## config.mk

```make
export PLATFORM = sky130hd
export DESIGN_NAME = uart_tx_scheduler
export DESIGN_NICKNAME = d
export VERILOG_FILES = /design/src/rtl/uart_tx_scheduler.sv
export SDC_FILE = /design/constraint.sdc
export NUM_CORES = 1
export LEC_CHECK = 0
export CORE_ASPECT_RATIO = 0.8
export CORE_UTILIZATION = 35
export DETAILED_ROUTE_END_ITERATION = 8
export HOLD_SLACK_MARGIN = 0.12
export PLACE_DENSITY = 0.72
export SLEW_MARGIN = 0
export SYNTH_ARGS = -nofsm -noshare
export SYNTH_HDL_FRONTEND = slang
export SYNTH_SLANG_ARGS = --single-unit
```

## constraint.sdc

```tcl
create_clock -name clk_i -period 3.95 [get_ports clk_i]
set_clock_uncertainty 0.2 [all_clocks]
set_input_delay 0.79 -clock clk_i [delete_from_list [all_inputs] [get_ports clk_i]]
set_output_delay 0.79 -clock clk_i [all_outputs]
set_load 0.1 [all_outputs]
```

## src/rtl/uart_tx_scheduler.sv

```systemverilog
// uart_tx_scheduler
// Shares one UART transmitter between N_REQ requesters using round-robin
// arbitration. Each grant launches one frame. The grant ends when the
// transmitter reports completion or when the frame timeout expires.
//
// Ports
//   clk_i          single clock, rising edge
//   reset_i        asynchronous, active-high reset
//   req_valid_i    per-requester "byte available"
//   req_data_i     per-requester byte, requester i in [8i+7:8i]
//   req_ready_o    combinational one-hot accept (IDLE only)
//   tx_start_o     one-cycle frame launch pulse
//   tx_data_o      byte presented to the transmitter
//   tx_busy_i      transmitter is shifting a frame
//   tx_done_i      transmitter finished a frame (one-cycle pulse)
//   grant_id_o     requester currently being served
//   active_o       scheduler is not idle
//   timeout_err_o  one-cycle pulse on a timeout abort
//   err_count_o    saturating count of timeout aborts
//
// State       | meaning
// ------------+--------------------------------------------------------
// S_IDLE      | arbitrating; req_ready_o offered to the round-robin winner
// S_LOAD      | tx_start_o high; timeout counter cleared
// S_WAIT_BUSY | waiting for the transmitter to pick up the frame
// S_WAIT_DONE | transmitter shifting; waiting for tx_done_i

module uart_tx_scheduler #(
    parameter int N_REQ          = 4,
    parameter int TIMEOUT_CYCLES = 8192,
    parameter int CNT_W          = 16
) (
    input  logic                     clk_i,
    input  logic                     reset_i,
    input  logic [N_REQ-1:0]         req_valid_i,
    input  logic [8*N_REQ-1:0]       req_data_i,
    output logic [N_REQ-1:0]         req_ready_o,
    output logic                     tx_start_o,
    output logic [7:0]               tx_data_o,
    input  logic                     tx_busy_i,
    input  logic                     tx_done_i,
    output logic [$clog2(N_REQ)-1:0] grant_id_o,
    output logic                     active_o,
    output logic                     timeout_err_o,
    output logic [7:0]               err_count_o
);

    localparam int GW = $clog2(N_REQ);

    typedef enum logic [1:0] {
        S_IDLE,
        S_LOAD,
        S_WAIT_BUSY,
        S_WAIT_DONE
    } state_t;

    state_t          state_q;
    logic            tx_start_q;
    logic [7:0]      tx_data_q;
    logic [GW-1:0]   grant_q;
    logic [GW-1:0]   last_grant_q;
    logic            timeout_err_q;
    logic [7:0]      err_cnt_q;
    logic [CNT_W-1:0] cnt_q;

    logic [CNT_W-1:0] cnt_d;
    logic [7:0]       err_cnt_d;
    logic [GW-1:0]    winner;
    logic             found;
    logic [7:0]       win_data;
    logic             timeout_hit;

    // Round-robin search starting one past the last served requester.
    always_comb begin
        winner = '0;
        found  = 1'b0;
        for (int k = 1; k <= N_REQ; k++) begin
            logic [GW-1:0] idx;
            idx = GW'((int'(last_grant_q) + k) % N_REQ);
            if (!found && req_valid_i[idx]) begin
                found  = 1'b1;
                winner = idx;
            end
        end
    end

    always_comb begin
        win_data = '0;
        for (int k = 0; k < N_REQ; k++) begin
            if (GW'(k) == winner) begin
                win_data = req_data_i[8*k +: 8];
            end
        end
    end

    always_comb begin
        req_ready_o = '0;
        if (state_q == S_IDLE && found) begin
            req_ready_o[winner] = 1'b1;
        end
    end

    assign cnt_d       = cnt_q + CNT_W'(1);
    // The abort fires on the edge where the counter would reach its limit.
    assign timeout_hit = (cnt_d == CNT_W'(TIMEOUT_CYCLES - 1));
    assign err_cnt_d   = (err_cnt_q == 8'hFF) ? 8'hFF : err_cnt_q + 8'd1;

    always_ff @(posedge clk_i or posedge reset_i) begin
        if (reset_i) begin
            state_q       <= S_IDLE;
            tx_start_q    <= 1'b0;
            tx_data_q     <= 8'h00;
            grant_q       <= '0;
            last_grant_q  <= GW'(N_REQ - 1);
            timeout_err_q <= 1'b0;
            err_cnt_q     <= 8'h00;
            cnt_q         <= '0;
        end else begin
            tx_start_q    <= 1'b0;
            timeout_err_q <= 1'b0;
            case (state_q)
                S_IDLE: begin
                    if (found) begin
                        tx_data_q  <= win_data;
                        grant_q    <= winner;
                        tx_start_q <= 1'b1;
                        state_q    <= S_LOAD;
                    end
                end
                S_LOAD: begin
                    cnt_q   <= '0;
                    state_q <= S_WAIT_BUSY;
                end
                S_WAIT_BUSY, S_WAIT_DONE: begin
                    // Completion has priority over a coincident timeout.
                    if (tx_done_i) begin
                        last_grant_q <= grant_q;
                        state_q      <= S_IDLE;
                    end else if (timeout_hit) begin
                        last_grant_q  <= grant_q;
                        timeout_err_q <= 1'b1;
                        err_cnt_q     <= err_cnt_d;
                        cnt_q         <= cnt_d;
                        state_q       <= S_IDLE;
                    end else begin
                        cnt_q <= cnt_d;
                        if (state_q == S_WAIT_BUSY && tx_busy_i) begin
                            state_q <= S_WAIT_DONE;
                        end
                    end
                end
                default: state_q <= S_IDLE;
            endcase
        end
    end

    assign tx_start_o    = tx_start_q;
    assign tx_data_o     = tx_data_q;
    assign grant_id_o    = grant_q;
    assign active_o      = (state_q != S_IDLE);
    assign timeout_err_o = timeout_err_q;
    assign err_count_o   = err_cnt_q;

endmodule

```

==> summary by stage <==
Place
The estimated wirelength of the detail-placed design is 4390 um. The count of buffers from port buffering is 64. The placed instances occupy a cell area of 3120 um2. At the end of routability-driven placement, the weighted congestion stood at 0.839.

Yosys
The cell count after synthesis is 265. The largest total area in the synthesized netlist belongs to sky130_fd_sc_hd__dfrtp_1. After synthesis, the share of cell area in mux cells is 7.23%.

Dividing the synthesized area by the synthesized cell count gives 8.82 um2. Of the total synthesized cell area, the portion taken by full adders, half adders and majority gates is 1.61%. Summing the areas of all compound-gate instances in the mapped netlist gives 20.2% of the synthesized area. The number of enable-type register cells in the synthesized netlist is 0.

The post-synthesis share of cell area spent on xor and xnor gates is 1.12%. For this run, the number of Yosys warnings is 0. Summing the areas of all and, or, nand and nor instances in the mapped netlist gives 23.3% of the synthesized area. The most used flip-flop cell after synthesis is sky130_fd_sc_hd__dfrtp_1. In the post-synthesis netlist, the biggest area contributors are sky130_fd_sc_hd__dfrtp_1 41%, sky130_fd_sc_hd__o21ai_0 7.9%, sky130_fd_sc_hd__nor2_1 4.7%. The number of different library cells in the post-synthesis netlist is 48. The share of the Yosys chip area taken by registers is 42.9%. The synthesized area is 2340 um2. The post-synth net total is 308. The fraction of registers with async set/reset is 100%. Synthesis inferred 40 register bits. After synthesis, the largest area contributor takes up 40.7% of total cell area.

After synthesis, the largest family of logic cells by area is simple AND/OR/NAND/NOR gates.

STA
After layout, the worst path uses 86.6% of the clock period. The number of hold violations in the final report is 0. For the pin with the worst max-slew slack, the measured transition is 1010 ps.

After routing, the total negative slack on setup checks comes to 0 ps. Static timing analysis puts the maximum clock frequency at 0.292 GHz. The worst slew margin relative to its limit is 32.4%. The max-slew violation total from the final report is 0. The clock period minus worst slack is 3420 ps. Setup repair after global routing left no endpoint under its margin. The final-report setup violation count is 0.

Die
The die outline height is 75.1 um. The die is 93.4 um wide. The number of rows in the core area is 26. The total core area is 6410 um2.

The initial utilization of the core area, before any placement, comes to 36.5%. The I/O pin count is 65. The floorplan step defined a die boundary enclosing 7010 um2.

Global routing
Entering global routing, the biggest net connects 41 pins. The first global-routing pass estimated 9890 um of wire. The number of antenna violations at the first check in global routing was 0. Global routing consumed, over all layers together, 18.3% of the routing resources. The via count of the first global-routing pass is 2,088.

The leftover overflow at the end of global routing is 0.

Min path
The startpoint of the worst hold path is tx_data_o[7]. The hold path depth is 2. The path with the worst hold slack has its endpoint at tx_data_o[7]. In this run the worst hold path is classified as reg2reg.

Finish
The layout overhead on the synthesized area is 38.6%. The final net count is 374. The summed area of non-filler cells in the final layout is 3240 um2. The repair_antennas step left the layout with diodes totalling 0. The library cells used most frequently in the layout, excluding fill and tap cells, are 60 x sky130_fd_sc_hd__clkdlybuf4s50_1, 38 x sky130_fd_sc_hd__dfrtp_1, 37 x sky130_fd_sc_hd__o21ai_0, 29 x sky130_fd_sc_hd__nor2_1, 25 x sky130_fd_sc_hd__nand2_1. The fill cell instance count of the final layout is 585.

The fraction of final layout cells sized beyond drive strength 1 is 10.2%. The most common cell after layout, fill and taps aside is sky130_fd_sc_hd__clkdlybuf4s50_1.

Critical path
The worst setup path is of the in2out kind. The critical path goes through clkdlybuf4s50_1 -> nor2b_1 -> a21oi_1 -> o221ai_1 -> inv_1 -> nor2_1 -> buf_12. Among cell families on the critical path, the largest total delay comes from buffers and inverters. The worst reg2reg path depth is 8. The kind of end point of the critical path is an output pin. In this run the worst path has a maximum fanout of 4. The slack of the worst reg-to-reg path is 600 ps.

STA classifies the critical path startpoint as an input port. The data arrival time at the worst-slack endpoint is 2430 ps. The worst register-to-register path begins at cnt_q[0]. In this design, the stage delay of the slowest critical-path cell is 530 ps. STA puts the critical path data required time at 2960 ps.

Counting both buffers and inverters, the worst setup path holds a total of 3. For this design, the slowest cell found on the critical path is sky130_fd_sc_hd__clkdlybuf4s50_1. The endpoint identified for the worst register-to-register timing path is err_count_o[5].

Routing
Wires add up to 5850 um. After detailed routing, the average wire length per cell comes to 14.1 um. The detailed router finished its first iteration with 113 violations. The total DRC errors in the routed layout is 0. The total number of vias is 2,237. The via density per instance is 5.38. In this run the remaining antenna-violating nets after routing total 0. The number of iterations in the first detailed-routing pass is 4.

Clocking
The number of clock sinks seen by CTS is 40. The clock-pin slew on the worst setup and hold paths is 90 ps. The number of gates resized after cts is 0. The clock passes through at most 2 buffers. Hold repair after CTS inserted 0 buffers.

The H-tree was split into 2 levels. Post-CTS timing repair inserted 0 buffers for setup. For the worst-skew pair, the clock arrives at the later sink with an insertion delay of 300 ps. Counting the buffers created by CTS gives 5.

TritonCTS built the clock tree. Clock tree synthesis selected as its root buffer the cell sky130_fd_sc_hd__clkbuf_8.

Power and ir drop
The static power due to leakage is 1.33 nW. In this run the power density over the cells is 656 nW/um2. Across the VDD grid, the largest voltage drop is 0.000530 V.

Outcome
The run finished with clean final reports.

Job
The tool flagged a number of max-cap violations equal to 0.
[metal layers]
metal,wire length [um],GRT usage (%),share of wire [%],up-vias
met4,72,6.32,1.2,0
met2,2670,29.2,46,47
met5,0,0,0,-
met3,217,3.54,3.7,7
li1,-,-,-,1103
met1,2890,25.0,49,1080
[power by group]
group          switching (W)  internal [W]  total (W)  leakage (nW)
clock network       0.000152      0.000190   0.000343        0.0548
registers          0.0000731      0.000504   0.000577         0.529
logic               0.000860      0.000346    0.00121         0.746
total                0.00108       0.00104    0.00213          1.33
[registers in the layout, indices dropped and copies added, names as in the netlist]
| signal | count |
|---|---|
| state_q | 2 |
| err_count_o | 8 |
| last_grant_q | 2 |
| timeout_err_o | 1 |
| grant_id_o | 2 |
| tx_start_o | 1 |
| tx_data_o | 8 |
| cnt_q | 16 |
[cell usage after synthesis (4+ instances only)]
cell type and number:
sky130_fd_sc_hd__mux2i_1 9, sky130_fd_sc_hd__clkbuf_1 8, sky130_fd_sc_hd__nand3_1 11, sky130_fd_sc_hd__nand4_1 7
sky130_fd_sc_hd__a22oi_1 6, sky130_fd_sc_hd__mux2_1 5, sky130_fd_sc_hd__dfrtp_1 38, sky130_fd_sc_hd__o21ai_0 37
sky130_fd_sc_hd__o41ai_1 4, sky130_fd_sc_hd__a31oi_1 4, sky130_fd_sc_hd__a21oi_1 20, sky130_fd_sc_hd__inv_1 8
sky130_fd_sc_hd__nor2_1 29, sky130_fd_sc_hd__nor3_1 4, sky130_fd_sc_hd__nand2_1 25
[logic make-up (layout without fill, tap and decap cells)]
logic type	Yosys count	after routing
xor gates and xnor gates	3	3
muxes	16	16
and+or+nand+nor	103	103
buffers and inverters	19	86
AOI/OAI and AO/OA	81	81
adders and majority gates	3	3
DFF	40	40
[tightest hold or removal path, delay by kind of cell, from the launching register on]
family | cells | cell delay (ps)
DFF | 1 | 360
AOI/OAI and AO/OA | 1 | 60
and+or+nand+nor | 1 | 50
[through the flow]
stage | total power [W] | util (%) | hold WS, ps | cells | setup slack, ps
global placement | 0.00178 | 48.8 | 266 | 408 | 571
global route | 0.00224 | 50.5 | 344 | 416 | 249
detailed placement | 0.00180 | 48.8 | 289 | 408 | 537
floorplan | 0.00144 | - | 265 | 265 | 109
finish | 0.00213 | 50.5 | 302 | 416 | 529
CTS | 0.00215 | 50.5 | 314 | 416 | 520
[worst max path at each step]
| stage | slack (ps) | cells after the start | startpoint | end |
|---|---|---|---|---|
| after detailed placement | 540 | 7 | req_valid_i[1] | req_ready_o[3] |
| after global placement | 570 | 7 | req_valid_i[1] | req_ready_o[3] |
| after floorplan | 110 | 5 | req_valid_i[0] | req_ready_o[3] |
| after CTS | 520 | 7 | req_valid_i[1] | req_ready_o[3] |
| final | 530 | 7 | req_valid_i[1] | req_ready_o[3] |
| after global routing | 250 | 8 | cnt_q[0] | err_count_o[5] |
[area by class of cell]
type	instances	area, um2	area share [%]
clock buffers	5	68.8	2.12
inverters	8	30.0	0.927
well taps	84	105	3.24
repair buffers	70	726	22.4
flip-flops and latches	40	1000	31.0
multi-input cells	206	1260	38.9
clock inverters	3	46.3	1.43
(Power assumes the default switching activity.)
